===== src/rtl/matrix_loader.sv =====
// matrix_loader: collects n*n signed elements streamed in row-major order
// and presents them as one packed matrix bus to the determinant units.
// Element k = r*n+c occupies the byte k positions below the MSB end, and
// unused low bytes stay zero for matrices smaller than DIM_MAX.
module matrix_loader #(
    parameter int ELEM_W  = 8,
    parameter int DIM_MAX = 5
) (
    input  logic                                       clk,
    input  logic                                       rst,
    input  logic                                       start,
    input  logic        [2:0]                          size,
    input  logic                                       in_valid,
    input  logic signed [ELEM_W-1:0]                   in_data,
    output logic                                       in_ready,
    output logic signed [DIM_MAX*DIM_MAX*ELEM_W-1:0]   matrix,
    output logic                                       mat_valid,
    input  logic                                       mat_ready,
    output logic                                       busy,
    output logic                                       err
);

    localparam int NELEM   = DIM_MAX * DIM_MAX;
    localparam int TOTAL_W = NELEM * ELEM_W;

    typedef enum logic [1:0] {
        IDLE,
        LOAD,
        HOLD
    } state_t;

    state_t               state_q;
    logic [4:0]           cnt_q;
    logic [4:0]           last_q;
    logic [TOTAL_W-1:0]   matrix_q;
    logic                 in_ready_q;
    logic                 mat_valid_q;
    logic                 busy_q;
    logic                 err_q;

    logic                 size_ok;
    logic [4:0]           last_idx_d;
    logic                 accept;
    logic [TOTAL_W-1:0]   matrix_d;

    // Decode start request and build the matrix image with the current element inserted
    always_comb begin
        size_ok    = (size >= 3'd2) && (size <= 3'(DIM_MAX));
        last_idx_d = 5'(size) * 5'(size) - 5'd1;
        accept     = in_ready_q & in_valid;
        matrix_d   = matrix_q;
        for (int unsigned i = 0; i < NELEM; i++) begin
            if (cnt_q == 5'(i)) begin
                matrix_d[TOTAL_W-1-ELEM_W*i -: ELEM_W] = in_data;
            end
        end
    end

    // Load sequencer with registered handshake and status outputs
    always_ff @(posedge clk) begin
        if (rst) begin
            state_q     <= IDLE;
            cnt_q       <= '0;
            last_q      <= '0;
            matrix_q    <= '0;
            in_ready_q  <= 1'b0;
            mat_valid_q <= 1'b0;
            busy_q      <= 1'b0;
            err_q       <= 1'b0;
        end else begin
            err_q <= 1'b0;
            case (state_q)
                IDLE: begin
                    if (start) begin
                        if (size_ok) begin
                            matrix_q   <= '0;
                            cnt_q      <= '0;
                            last_q     <= last_idx_d;
                            state_q    <= LOAD;
                            in_ready_q <= 1'b1;
                            busy_q     <= 1'b1;
                        end else begin
                            err_q <= 1'b1;
                        end
                    end
                end
                LOAD: begin
                    if (accept) begin
                        matrix_q <= matrix_d;
                        if (cnt_q == last_q) begin
                            state_q     <= HOLD;
                            in_ready_q  <= 1'b0;
                            mat_valid_q <= 1'b1;
                        end else begin
                            cnt_q <= cnt_q + 5'd1;
                        end
                    end
                end
                HOLD: begin
                    if (mat_ready) begin
                        state_q     <= IDLE;
                        mat_valid_q <= 1'b0;
                        busy_q      <= 1'b0;
                    end
                end
                default: begin
                    state_q     <= IDLE;
                    in_ready_q  <= 1'b0;
                    mat_valid_q <= 1'b0;
                    busy_q      <= 1'b0;
                end
            endcase
        end
    end

    assign in_ready  = in_ready_q;
    assign matrix    = matrix_q;
    assign mat_valid = mat_valid_q;
    assign busy      = busy_q;
    assign err       = err_q;

endmodule


===== config.mk =====
export PLATFORM = sky130hd
export DESIGN_NAME = matrix_loader
export DESIGN_NICKNAME = d
export VERILOG_FILES = /design/src/rtl/matrix_loader.sv
export SDC_FILE = /design/constraint.sdc
export NUM_CORES = 1
export LEC_CHECK = 0
export CAP_MARGIN = 20
export CORE_AREA = 2 2 138 140
export DETAILED_ROUTE_END_ITERATION = 6
export DIE_AREA = 0 0 140 142
export DONT_BUFFER_PORTS = 1
export PLACE_DENSITY_LB_ADDON = 0.25
export SYNTH_ARGS = -nofsm -noshare
export SYNTH_HDL_FRONTEND = slang
export SYNTH_SLANG_ARGS = --single-unit

===== constraint.sdc =====
create_clock -name clk -period 1.75 [get_ports clk]
set_input_delay 0.4375 -clock clk [delete_from_list [all_inputs] [get_ports clk]]
set_output_delay 0.4375 -clock clk [all_outputs]
set_load 0.02 [all_outputs]

=== Word level (Yosys, flattened, before mapping) ===
Cells that the tools add are included.

* Register bits: 216
* Input port bits: 16
* Output and inout port bits: 204
* Word-level logic and storage cells: 187

* $add $sub $neg: 2
* $mul: 1
* Order comparisons: 2
* Equal/unequal tests: 58
* Multiplexer cells: 51
* Bitwise logic cells: 5
* Reduce and logical (&&, ||, !) cells: 36

{| class="wikitable"
|+ Operators with widths
! cell !! number
|-
| $mux W200 || 3
|-
| $pmux W200 S2 || 1
|-
| $mux W8 || 25
|-
| $reduce_and A5 Y1 || 28
|-
| $ne A2 B2 Y1 const B || 31
|-
| $eq A5 B5 Y1 const B || 9
|-
| $eq A5 B4 Y1 const B || 8
|-
| $eq A5 B3 Y1 const B || 4
|-
| $mux W5 || 4
|-
| $eq A5 B2 Y1 const B || 2
|-
| $mux W2 || 5
|-
| $pmux W5 S2 || 1
|-
| $pmux W1 S3 || 3
|-
| $mux W1 || 8
|-
| $reduce_and A4 Y1 || 2
|-
| $pmux W2 S3 || 1
|-
| $add A5 B1 Y5 const B || 1
|-
| $eq A5 B1 Y1 const B || 1
|-
| $eq A5 B5 Y1 || 1
|-
| $logic_not A5 Y1 || 1
|-
| $mul A3 B3 Y5 || 1
|-
| $sub A5 B1 Y5 const B || 1
|-
| $not A1 Y1 || 4
|-
| $ge A3 B2 Y1 const B || 1
|-
| 9 further kinds || 9
|}

=== Depth between registers and ports, before layout ===
Gate-level depths: netlist of the first run.

* Depth in word-level cells: 5
* Mapped depth: 7
* Gate-level depth less buffers: 6

=== Worst setup path after synthesis of the first run ===
No wires, ideal clock.

* Path type: input-to-reg
* From: input size[2]
* To: register matrix_q[64], in the netlist matrix[64]
* Arrival time: 1.731 ns
* Required time: 1.678 ns
* Slack: -0.052 ns
* Stages: 7
* Buffers on the path: 3
* Path through: buf_4 > xnor2_4 > mux2i_1 > buf_4 > buf_6 > o21ai_4 > mux2i_1

* Word-level cells in the longest chain between the ends: 4
* Elaborated cells between the ends (all ways): 5

{| class="wikitable"
|+ RTL lines
! element !! RTL line !! RTL
|-
| start: declaration || 12 || <nowiki>input logic [2:0] size,</nowiki>
|-
| $ge A3 B2 Y1 or $le A3 B3 Y1 (tied branches) || 48 || <nowiki>size_ok = (size >= 3'd2) && (size <= 3'(DIM_MAX));</nowiki>
|-
| $logic_and A1 B1 Y1 * || 48 ||
|-
| $ne A2 B2 Y1 (no line) * || -- ||
|-
| $reduce_and A5 Y1 (no line) * || -- ||
|-
| end signal: assignment || 89 || <nowiki>matrix_q <= matrix_d;</nowiki>
|-
| end: declaration || 35 || <nowiki>logic [TOTAL_W-1:0] matrix_q;</nowiki>
|}

Mark *: on every way between the ends. The rest lies on a longest branch, timed or not.
A chain may end at the register's enable or synchronous reset.

=== Worst setup path in the final report of the first run ===
* From: register cnt_q[0]
* To: register matrix_q[134], in the netlist matrix[134]

* Word-level cells in the longest chain between the ends: 3

{| class="wikitable"
|+ RTL lines
! element !! RTL line !! RTL
|-
| start: declaration || 33 || <nowiki>logic [4:0] cnt_q;</nowiki>
|-
| start signal: assignment || 95 || <nowiki>cnt_q <= cnt_q + 5'd1;</nowiki>
|-
| $eq A5 B4 Y1 || 53 || <nowiki>if (cnt_q == 5'(i)) begin</nowiki>
|-
| $ne A2 B2 Y1 (no line) || -- ||
|-
| $reduce_and A5 Y1 (no line) || -- ||
|}

No other way between the ends.

==> flow_metrics.tcl, run 1 <==
set metrics [dict create \
    mostFrequentLayoutCell "dfxtp_1" \
    grt_max_degree 219 \
    syn_inst 824 \
    synth_edf_count 0 \
    vias 6123 \
    post-place-ws_ps -74.2 \
    final.period_utilization 0.990 \
    drive_gt1_frac 0.181 \
    p_sw_mw 2.90 \
    setup_viol 0 \
    clock-sinks 215 \
    grt_pass1_wl_um 36500 \
    arrival_ps 2110 \
    design.die.area_mm2 0.0199 \
    yosys-top-cells-area "dfxtp_1, mux2i_1, nand2b_1" \
    cts_tree "done" \
    period_needed_ps 1730 \
    detail_route.vias_per_cell 5.48 \
    dieHeight_um 142 \
    hpwl_um 15800 \
    grt_pass1_vias 6308 \
    startpoint_type "register" \
    cts_buffer_depth 3 \
    ant_nets 0 \
    cts_buffers 23 \
    worst_pin_slew_ps 439 \
    clock_latency_ps 500 \
    n_antenna_cell 0 \
    synth_top_area_cell "dfxtp_1" \
    report.final.slew_viol_count 0 \
    seqPwrFrac 0.446 \
    clock.fmax_mhz 577 \
    layout_setup_ws_ps 17.5 \
    gp_congestion 0.886 \
    synth_fp_nets 846 \
    postLayoutCellArea_mm2 0.0109 \
    p_per_area_mw_per_mm2 1080 \
    ys.flop_type "dfxtp_1" \
    power.internal_mw 8.86 \
    gr-total-overflow 0 \
    final_cell_mix "dfxtp_1, nand2b_1, mux2i_1, buf_4, buf_12" \
    drtIter0Drc 359 \
    crit_fanout 8 \
    antenna_found_initial 0 \
    hold_viol 0 \
    drcViolationCount 10 \
    fin_nets 888 \
    ys_types 49 \
    io_buffers 0 \
    violations "DRC" \
    hold_class "input pin to register" \
    sw_frac_of_total 0.247 \
    wl_per_cell_um 21.2 \
    initial_core_util 0.491 \
    rsz0062_at_grt "true" \
    timing.hold.ws_ps 29.3 \
    routed_wl_um 23700 \
    leakage_nw 4.64 \
    clock_skew_ps 12.2 \
    yosysTopAreaCellShare 0.475 \
    clockRootBuffer "clkbuf_16" \
    status "finished, violations left" \
    async_flop_share 0 \
    grtUsageTotal 0.230 \
    synth_area_mm2 0.00906 \
    maxSlewHeadroom 0.706 \
    core_mm2 0.0185 \
    htreeDepth 1 \
    clk_pin_slew_ps 60 \
    cp-end-kind "register" \
    die_x_um 140 \
    syn_avg_cell_area_um2 11.0 \
    total_power_mw 11.8 \
    finalSetupTns_ps 0 \
    yosysSeqAreaShare 0.475 \
    pwr-share-clk 0.430 \
    cp.required_ps 2130 \
    dpl_cell_area_mm2 0.00992 \
    vdd_drop_max_mv 0.605 \
    worstSetupPathType "register to register" \
    ios 220 \
    fillers 1496 \
    area_growth_syn_to_layout_pct 20.6 \
    pwr-share-comb 0.123 \
    dr.pass1.iters 7 \
    ys_warn_count 0 \
    num_rows 50 \
    ys_seq_elements 215 \
    drv_cap 0 \
]
## cell usage after synthesis, types with 2 or more instances
cell type	instances
a211oi_1	5
a21oi_1	6
a21oi_4	7
a2bb2oi_1	2
a31o_2	5
a31oi_1	8
and3_1	3
buf_2	7
buf_4	3
buf_6	2
clkbuf_1	46
dfxtp_1	215
ha_1	6
inv_1	7
mux2i_1	202
nand2_1	13
nand2b_1	204
nand4_1	2
nand4bb_1	3
nor2_1	9
nor2_2	2
nor2b_1	2
nor3_1	8
nor4_1	2
o21ai_0	10
o21ai_2	3
o21ai_4	9
o22ai_4	6
o31ai_1	3
o32ai_1	2
xnor2_1	4
## flip-flops by register name, summed over array words and instances, names as in the netlist
| name | cells |
|---|---|
| last_q | 4 |
| state_q | 2 |
| cnt_q | 5 |
| err | 1 |
| mat_valid | 1 |
| busy | 1 |
| in_ready | 1 |
| matrix | 200 |
## power groups by stage
stage	clock [mW]	combinational, mW	sequential, mW
5_1_grt	5.36	1.53	5.26
6_report	5.06	1.45	5.25
3_3_place_gp	0	1.33	5.36
3_5_place_dp	0	1.35	5.36
2_1_floorplan	0	0.962	5.32
4_1_cts	5.15	1.42	5.25
## stage by stage
stage / instances / utilization
CTS: 1113 / 0.587
finish: 1117 / 0.592
global placement: 1065 / 0.538
detailed placement: 1065 / 0.538
floorplan: 824 / -
global route: 1117 / 0.592
## metal layers
layer	vias to the layer above	track usage	wire length [um]
met5	-	0	0
met4	0	0.0553	384
met3	28	0.0734	1900
met2	184	0.382	11500
met1	3007	0.293	9930
li1	2904	-	-
## worst max-delay path: stages, from the launching register on
cell and delay (ps):
dfxtp_2 340, inv_1 100, ha_1 200, nand4bb_1 240, nor3_1 240, buf_4 160
o22ai_4 60, buf_12 150, mux2i_1 120
## final cells by class
class	instances	area, um^2	share of cell area
multi-input cells	543	4530	0.415
flip-flops and latches	215	4320	0.395
repair buffers	75	961	0.0879
clock buffers	31	656	0.0600
well taps	234	293	0.0268
clock inverters	11	144	0.0132
inverters	8	30.0	0.00275
## cell families after synthesis
kind of cell,count (synthesis),synth area share
buffers and inverters,66,0.0312
muxes,203,0.224
xor gates and xnor gates,6,0.00787
AOI/OAI and AO/OA,73,0.0815
adders and majority gates,6,0.00828
and+or+nand+nor,255,0.172
DFF,215,0.475
## final timing paths
path | to | cells past startpoint | from | slack [ps]
max | matrix[134]$_SDFFE_PP0P_ | 8 | cnt_q[0]$_SDFFE_PP0P_ | 20
min | last_q[1]$_SDFFE_PP0P_ | 1 | size[0] | 30
max reg2reg | matrix[134]$_SDFFE_PP0P_ | 8 | cnt_q[0]$_SDFFE_PP0P_ | 20
min reg2reg | last_q[4]$_SDFFE_PP0P_ | 2 | last_q[4]$_SDFFE_PP0P_ | 520
## timing repair
item | CTS | global route
hold buffers | 1 | 1
gates resized for setup | 4 | 14
gates cloned | 0 | 1
endpoints found under the setup margin | 124 | 65
setup buffers | 5 | 2
hold endpoints to repair | 1 | 1
pin swaps | 5 | 2
Note: power is estimated with default switching activity, not from simulation.
==> run 2, diff against run 1 <==
Settings changed: TNS_END_PERCENT from default to 20.
==> flow_metrics.tcl, run 2 (synthesis gave the netlist of run 1 again) <==
set metrics [dict create \
    ant_nets 0 \
    cts_buffer_depth 3 \
    p_per_area_mw_per_mm2 1080 \
    gp_congestion 0.886 \
    grt_max_degree 219 \
    fin_util 0.591 \
    period_needed_ps 1740 \
    ios 220 \
    clock.fmax_mhz 576 \
    dp_cells 1065 \
    setup_viol 0 \
    worstSetupPathType "register to register" \
    grt_pass1_wl_um 36500 \
    grtUsageTotal 0.230 \
    clockRootBuffer "clkbuf_16" \
    fin_nets 885 \
    design.die.area_mm2 0.0199 \
    gr-total-overflow 0 \
    wl_per_cell_um 21.2 \
    status "finished, violations left" \
    io_buffers 0 \
    initial_core_util 0.491 \
    die_x_um 140 \
    maxSlewHeadroom 0.708 \
    clock_latency_ps 510 \
    detail_route.vias_per_cell 5.48 \
    leakage_nw 4.62 \
    cts_tree "done" \
    r2r_slack_ps 10 \
    hold_class "input pin to register" \
    dieHeight_um 142 \
    final_cell_mix "dfxtp_1, nand2b_1, mux2i_1, buf_4, buf_12" \
    drive_gt1_frac 0.181 \
    area_growth_syn_to_layout_pct 20.3 \
    report.final.slew_viol_count 0 \
    dpl_cell_area_mm2 0.00992 \
    clock-sinks 215 \
    drcViolationCount 10 \
    rsz0062_at_grt "true" \
    fin_cells 1114 \
    htreeDepth 1 \
    arrival_ps 2120 \
    drtIter0Drc 298 \
    drv_cap 0 \
    timing.hold.ws_ps 27.4 \
    routed_wl_um 23600 \
    clock_skew_ps 14.0 \
    cp.required_ps 2130 \
    core_mm2 0.0185 \
    mostFrequentLayoutCell "dfxtp_1" \
    dr.pass1.iters 6 \
    num_rows 50 \
    cp-end-kind "register" \
    clk_pin_slew_ps 60 \
    final.period_utilization 0.992 \
    hold_viol 0 \
    startpoint_type "register" \
    crit_fanout 8 \
    fillers 1494 \
    total_power_mw 11.8 \
    worst_pin_slew_ps 437 \
    vias 6105 \
    postLayoutCellArea_mm2 0.0109 \
    hpwl_um 15800 \
    n_antenna_cell 0 \
    violations "DRC" \
    largest_reg_flops 200 \
    cts_buffers 23 \
    vdd_drop_max_mv 0.607 \
    grt_pass1_vias 6308 \
    antenna_found_initial 0 \
]
run 2: through the flow:
step           TNS, ps  worst slack [ps]
6_report             0              14.8
5_1_grt           -466             -51.0
4_1_cts          -2.62             -2.62
3_5_place_dp     -2500             -74.2
3_3_place_gp     -79.3             -8.19
2_1_floorplan        0              5.31
run 2: cell type report:
type | instances | area, um^2 | share of cell area
multi-input combinational | 543 | 4540 | 0.417
sequential | 215 | 4320 | 0.396
timing repair buffer | 72 | 921 | 0.0845
clock buffer | 31 | 656 | 0.0601
tap | 234 | 293 | 0.0269
clock inverter | 11 | 144 | 0.0132
inverter | 8 | 30.0 | 0.00275
run 2: what timing repair did:
item                                   in CTS  in global routing
endpoints found under the hold margin       1                  1
resized for setup                           3                 17
buffers inserted                            5                  0
setup endpoints to repair                 124                 71
hold buffers                                1                  1
pin swaps                                   5                  1
run 2: critical path: stages, from the launching register on:
cell       delay (ps)
dfxtp_2           340
inv_1             100
ha_1              200
nand4bb_1         250
nor3_1            240
buf_4             160
o22ai_4            60
buf_12            150
mux2i_1           120
run 2: metal layers:
metal | up-vias | track usage | wire length, um
met5 | - | 0 | 0
met4 | 0 | 0.0553 | 410
met3 | 28 | 0.0734 | 1970
met2 | 202 | 0.382 | 11400
met1 | 2979 | 0.293 | 9820
li1 | 2896 | - | -
run 2: power breakdown:
part / leakage [nW] / internal (mW) / switching [mW]
sequential: 1.74 / 5.02 / 0.233
combinational: 2.49 / 0.748 / 0.683
clock: 0.394 / 3.08 / 1.99
total: 4.62 / 8.84 / 2.91
run 2: final timing paths:
| kind | cells after the start | to | start |
|---|---|---|---|
| setup / recovery | 8 | matrix[134]$_SDFFE_PP0P_ | cnt_q[0]$_SDFFE_PP0P_ |
| hold / removal | 1 | last_q[1]$_SDFFE_PP0P_ | size[0] |
| setup reg to reg | 8 | matrix[134]$_SDFFE_PP0P_ | cnt_q[0]$_SDFFE_PP0P_ |
| hold reg to reg | 2 | last_q[4]$_SDFFE_PP0P_ | last_q[4]$_SDFFE_PP0P_ |
